==> src/rtl/stopwatch_pkg.sv <==
// Shared types and default timing constants for the stopwatch control slice.
package stopwatch_pkg;

  typedef enum logic [1:0] {
    ST_IDLE  = 2'b00,
    ST_RUN   = 2'b01,
    ST_PAUSE = 2'b10
  } state_t;

  localparam int DEF_DEBOUNCE_CYCLES = 1000000;
  localparam int DEF_TICK_DIV        = 500000;
  localparam int DEF_HB_TICKS        = 50;

  // Counter width able to hold 0..n-1, never narrower than one bit.
  function automatic int cnt_width(input int n);
    return (n > 1) ? $clog2(n) : 1;
  endfunction

endpackage

==> src/rtl/key_debounce.sv <==
// Two-flop synchroniser, stability filter and one-cycle press pulse for an active-low key.
module key_debounce
  import stopwatch_pkg::*;
#(
  parameter int DEBOUNCE_CYCLES = DEF_DEBOUNCE_CYCLES
) (
  input  logic clk_i,
  input  logic rst_ni,
  input  logic key_i,
  output logic press_o
);

  localparam int               CNT_W    = cnt_width(DEBOUNCE_CYCLES);
  localparam logic [CNT_W-1:0] CNT_LAST = CNT_W'(DEBOUNCE_CYCLES - 1);

  logic             sync1_q, sync2_q, stable_q, press_q;
  logic [CNT_W-1:0] cnt_q;
  logic             mismatch, accept;

  assign mismatch = (sync2_q != stable_q);
  // Accept on the edge that completes DEBOUNCE_CYCLES consecutive mismatched cycles.
  assign accept   = mismatch && (cnt_q == CNT_LAST);

  always_ff @(posedge clk_i) begin
    if (!rst_ni) begin
      sync1_q  <= 1'b1;
      sync2_q  <= 1'b1;
      stable_q <= 1'b1;
      cnt_q    <= '0;
      press_q  <= 1'b0;
    end else begin
      sync1_q <= key_i;
      sync2_q <= sync1_q;
      if (accept) begin
        stable_q <= sync2_q;
        cnt_q    <= '0;
      end else if (mismatch) begin
        cnt_q <= cnt_q + 1'b1;
      end else begin
        cnt_q <= '0;
      end
      press_q <= accept && stable_q && !sync2_q;
    end
  end

  assign press_o = press_q;

endmodule

==> src/rtl/stopwatch_ctrl.sv <==
// Stopwatch sequencing: key filtering, IDLE/RUN/PAUSE control, 10 ms tick divider,
// display freeze toggle, datapath clear and status LEDs.
module stopwatch_ctrl
  import stopwatch_pkg::*;
#(
  parameter int DEBOUNCE_CYCLES = DEF_DEBOUNCE_CYCLES,
  parameter int TICK_DIV        = DEF_TICK_DIV,
  parameter int HB_TICKS        = DEF_HB_TICKS
) (
  input  logic CLOCK_50,
  input  logic key_reset,
  input  logic key_start_pause,
  input  logic key_display_stop,
  output logic counter_work,
  output logic tick_10ms,
  output logic display_work,
  output logic clr_counters,
  output logic led0,
  output logic led1,
  output logic led2,
  output logic led3
);

  localparam int               DIV_W    = cnt_width(TICK_DIV);
  localparam logic [DIV_W-1:0] DIV_LAST = DIV_W'(TICK_DIV - 1);
  localparam int               HB_W     = cnt_width(HB_TICKS);
  localparam logic [HB_W-1:0]  HB_LAST  = HB_W'(HB_TICKS - 1);

  logic press_sp, press_dp;

  key_debounce #(.DEBOUNCE_CYCLES(DEBOUNCE_CYCLES)) u_db_sp (
    .clk_i  (CLOCK_50),
    .rst_ni (key_reset),
    .key_i  (key_start_pause),
    .press_o(press_sp)
  );

  key_debounce #(.DEBOUNCE_CYCLES(DEBOUNCE_CYCLES)) u_db_dp (
    .clk_i  (CLOCK_50),
    .rst_ni (key_reset),
    .key_i  (key_display_stop),
    .press_o(press_dp)
  );

  state_t           state_q, state_d;
  logic [DIV_W-1:0] div_q, div_d;
  logic [HB_W-1:0]  hb_q, hb_d;
  logic             tick_q, tick_d;
  logic             disp_q, disp_d;
  logic             led3_q, led3_d;
  logic             cw_q, clr_q, led0_q, led1_q, led2_q;

  always_comb begin
    state_d = state_q;
    div_d   = div_q;
    hb_d    = hb_q;
    tick_d  = 1'b0;
    led3_d  = led3_q;
    disp_d  = disp_q ^ press_dp;

    case (state_q)
      ST_IDLE:  if (press_sp) state_d = ST_RUN;
      ST_RUN:   if (press_sp) state_d = ST_PAUSE;
      ST_PAUSE: if (press_sp) state_d = ST_RUN;
      default:  state_d = ST_IDLE;
    endcase

    // PAUSE keeps the sub-tick fraction so a resume finishes the interrupted 10 ms.
    if (state_q == ST_RUN) begin
      if (div_q == DIV_LAST) begin
        div_d  = '0;
        tick_d = 1'b1;
        if (hb_q == HB_LAST) begin
          hb_d   = '0;
          led3_d = ~led3_q;
        end else begin
          hb_d = hb_q + 1'b1;
        end
      end else begin
        div_d = div_q + 1'b1;
      end
    end else if (state_q != ST_PAUSE) begin
      div_d = '0;
    end
  end

  always_ff @(posedge CLOCK_50) begin
    if (!key_reset) begin
      state_q <= ST_IDLE;
      div_q   <= '0;
      hb_q    <= '0;
      tick_q  <= 1'b0;
      disp_q  <= 1'b1;
      cw_q    <= 1'b0;
      clr_q   <= 1'b1;
      led0_q  <= 1'b0;
      led1_q  <= 1'b0;
      led2_q  <= 1'b0;
      led3_q  <= 1'b0;
    end else begin
      state_q <= state_d;
      div_q   <= div_d;
      hb_q    <= hb_d;
      tick_q  <= tick_d;
      disp_q  <= disp_d;
      cw_q    <= (state_d == ST_RUN);
      clr_q   <= 1'b0;
      led0_q  <= (state_d == ST_RUN);
      led1_q  <= ~disp_d;
      led2_q  <= (state_d == ST_PAUSE);
      led3_q  <= led3_d;
    end
  end

  assign counter_work = cw_q;
  assign tick_10ms    = tick_q;
  assign display_work = disp_q;
  assign clr_counters = clr_q;
  assign led0         = led0_q;
  assign led1         = led1_q;
  assign led2         = led2_q;
  assign led3         = led3_q;

endmodule

==> config.mk <==
export PLATFORM = sky130hd
export DESIGN_NAME = stopwatch_ctrl
export DESIGN_NICKNAME = d
export VERILOG_FILES = /design/src/rtl/stopwatch_pkg.sv /design/src/rtl/key_debounce.sv /design/src/rtl/stopwatch_ctrl.sv
export SDC_FILE = /design/constraint.sdc
export NUM_CORES = 1
export LEC_CHECK = 0
export ABC_AREA = 1
export CAP_MARGIN = 15
export CORE_MARGIN = 2
export CORE_UTILIZATION = 60
export CTS_CLUSTER_SIZE = 20
export DETAILED_ROUTE_END_ITERATION = 16
export PLACE_DENSITY = 0.78
export SLEW_MARGIN = 0
export SYNTH_ARGS = -nofsm -noshare
export SYNTH_HDL_FRONTEND = slang
export SYNTH_SLANG_ARGS = --single-unit
==> constraint.sdc <==
create_clock -name CLOCK_50 -period 1.9 [get_ports CLOCK_50]
set_clock_uncertainty 0.15 [all_clocks]
set_input_delay 0.57 -clock CLOCK_50 [delete_from_list [all_inputs] [get_ports CLOCK_50]]
set_output_delay 0.57 -clock CLOCK_50 [all_outputs]
set_load 0.03 [all_outputs]
==> results.sh <==
export IMPL_cp_num_buf_inv=1
export IMPL_die_x_um=86.3
export IMPL_track_usage=0.225
export IMPL_gp_congestion=0.883
export IMPL_synth_area_leaders="dfxtp_1 (40%), nand2_1 (12%), nor2_1 (7.0%), a21oi_1 (5.2%), inv_1 (5.1%)"
export IMPL_synth_seq_cells=82
export IMPL_grt_pass1_wl_um=13600
export IMPL_final_common_cell="nand2_1"
export IMPL_ant_nets=0
export IMPL_fin_crit_sh=0.970
export IMPL_drv_cap=0
export IMPL_worstPathCellList="dlygate4sd2_1"
export IMPL_area_delta_synth_final_pct=9.69
export IMPL_worstPathMaxFanout=3
export IMPL_dpl_hpwl_um=5740
export IMPL_drtPass1Iterations=4
export IMPL_dp_slack_ns=-0.209
export IMPL_htreeDepth=3
export IMPL_met2_usage=0.374
export IMPL_drcViolationCount=0
export IMPL_coreArea_um2=6680
export IMPL_grt_pass1_vias=3224
export IMPL_synth_area_um2=4070
export IMPL_crit_path_max_incr_delay_ns=0.40
export IMPL_wl_per_cell_um=11.6
export IMPL_clkTransAtPathRegs_ns=0.09
export IMPL_peakVddDrop_mv=0.367
export IMPL_drtIter0Drc=147
export IMPL_fillers=579
export IMPL_antenna_found_initial=0
export IMPL_crit_path_end_kind="primary output"
export IMPL_grt_use_met3=0.0400
export IMPL_drt_vias_per_instance=5.23
export IMPL_grt_start_max_net_pins=21
export IMPL_io_buffers=11
export IMPL_final_setup_worst_slack_ns=0.0578
export IMPL_gr_total_overflow=0
export IMPL_ys_warn_count=0
export IMPL_final_hold_viol_count=0
export IMPL_fin_nets=596
export IMPL_startpoint_type="register"
export IMPL_initial_core_util=0.609
export IMPL_relSlewSlack=0.694
export IMPL_fin_area_um2=4460
export IMPL_status="finished, final reports clean"
export IMPL_ys_seq_area_frac=0.404
export IMPL_post_dp_cell_area_um2=4300
export IMPL_worst_pin_slew_ns=0.458
export IMPL_cpMaxStageDelayCell="dlygate4sd2_1"
export IMPL_switching_share=0.239
export IMPL_vias=3516
export IMPL_post_cts_resized=8
export IMPL_fin_setup_tns_ns=0
export IMPL_comb_power_share=0.018
export IMPL_layout_drive_gt1_share=0.123
export IMPL_row_count=30
export IMPL_slew_viol_final=0
export IMPL_synthArstFlopShare=0
export IMPL_syn_area_per_cell_um2=7.20
export IMPL_p_seq_frac=0.589
export IMPL_cts_tree="yes"
export IMPL_wirelength_um=7800
export IMPL_synth_ff_type="dfxtp_1"
export IMPL_antennaDiodeCount=0
export IMPL_power_leakage_nw=1.56
export IMPL_synth_top_area_share=0.404
export IMPL_cts_max_path_buffers=2
export IMPL_critPathTopFamily="buffers and inverters"
export IMPL_numClockSinks=82
export IMPL_grt_setup_unrepaired="false"
export IMPL_busiest_layer="met2"
export IMPL_grtUsageMet1=0.277
export IMPL_crit_required_ns=1.18
export IMPL_p_clk_frac=0.393
export IMPL_netlist_instances=565
export IMPL_synth_edf_count=0
export IMPL_fin_crit_ns=1.84
export IMPL_yosysTopAreaCell="dfxtp_1"
export IMPL_regArea_um2=1640
export IMPL_setup_viol=0
export IMPL_cp_arrival_ns=1.12
export IMPL_multi_input_area_um2=2130
export IMPL_layout_common_cells="nand2_1 (134), dfxtp_1 (82), nor2_1 (76), inv_1 (55), a21oi_1 (42)"
export IMPL_fin_util=0.668
export IMPL_clock_latency_ns=0.37
export IMPL_p_per_area_nw_per_um2=657
export IMPL_fmax_mhz=543
export IMPL_critPathKind="register to primary output"
export IMPL_power_switching_uw=700
export IMPL_cts_buffers=9
export IMPL_dieArea_um2=7450
export IMPL_ys_types=33
export IMPL_intPower_mw=2.23
export IMPL_die_h_um=86.3
export IMPL_cts_setup_buffers=0
export IMPL_syn_nets=574
export IMPL_cts_hold_fix_buffers=0
export IMPL_hp_class="register to register"
export IMPL_num_io_pins=12
export IMPL_ctsRootBufferMaster="clkbuf_8"
-- sequential cells by signal, indices dropped and copies added (netlist names), 2 cells and up --
name / cells
u_db_sp.cnt_q: 20
div_q: 19
hb_q: 6
u_db_dp.cnt_q: 20
state_q: 2
-- synthesized netlist by cell type, types with 3 or more instances --
library cell,count
nand2_1,134
inv_2,8
nor2_1,76
clkbuf_1,4
nor2_4,8
xor2_1,20
ha_1,5
nor3_4,3
dfxtp_1,82
nand4_1,14
nand2_2,5
nor2_2,4
or2_2,7
buf_4,3
nor3_1,17
inv_1,55
nand3_2,5
a21oi_1,42
xnor2_1,7
o21ai_0,14
nor3_2,3
nand3_1,36
-- layout make-up --
type	instances	area share
Clock buffer	9	0.0278
Clock inverter	7	0.0118
Inverter	63	0.0530
Multi-Input combinational cell	410	0.478
Sequential cell	82	0.368
Tap cell	80	0.0224
Timing Repair Buffer	21	0.0393
-- routing by layer --
metal	vias to the layer above	wire length, um
met5	-	0
met4	0	161
met3	12	277
met2	46	3750
met1	1606	3620
li1	1852	-
-- cell families (layout without fill, tap and decap cells) --
kind of cell	after synthesis	in the layout	synth area share
adders and majority gates	5	5	0.0154
and+or+nand+nor	318	318	0.375
DFF	82	82	0.404
xor gates and xnor gates	27	27	0.0581
buffers and inverters	73	100	0.0723
AOI/OAI and AO/OA	60	60	0.0757
-- power groups by stage --
stage	Clock (mW)	Combinational, mW	Sequential [mW]
final	1.15	0.0520	1.73
after global placement	0	0.0528	1.77
after floorplan	0	0.0256	1.77
after global routing	1.25	0.0577	1.73
after CTS	1.18	0.0529	1.73
after detailed placement	0	0.0534	1.77
-- metrics by stage --
stage / power [mW] / hold slack (ns) / cells
floorplan: 1.79 / 0.243 / 565
global placement: 1.82 / 0.246 / 656
detailed placement: 1.82 / 0.254 / 656
CTS: 2.95 / 0.276 / 672
global route: 3.03 / 0.292 / 672
finish: 2.93 / 0.271 / 672
-- worst paths after layout --
path / start / endpoint / slack [ns] / cells after the start
worst max register to register: div_q[1]$_SDFFE_PN0P_ / led3$_SDFFE_PN0P_ / 0.16 / 8
worst min-delay path: u_db_dp.sync1_q$_SDFF_PN1_ / u_db_dp.sync2_q$_SDFF_PN1_ / 0.27 / 1
worst max-delay path: led3$_SDFFE_PN0P_ / led3 / 0.06 / 1
worst min register to register: u_db_dp.sync1_q$_SDFF_PN1_ / u_db_dp.sync2_q$_SDFF_PN1_ / 0.27 / 1
(Power assumes the default switching activity.)
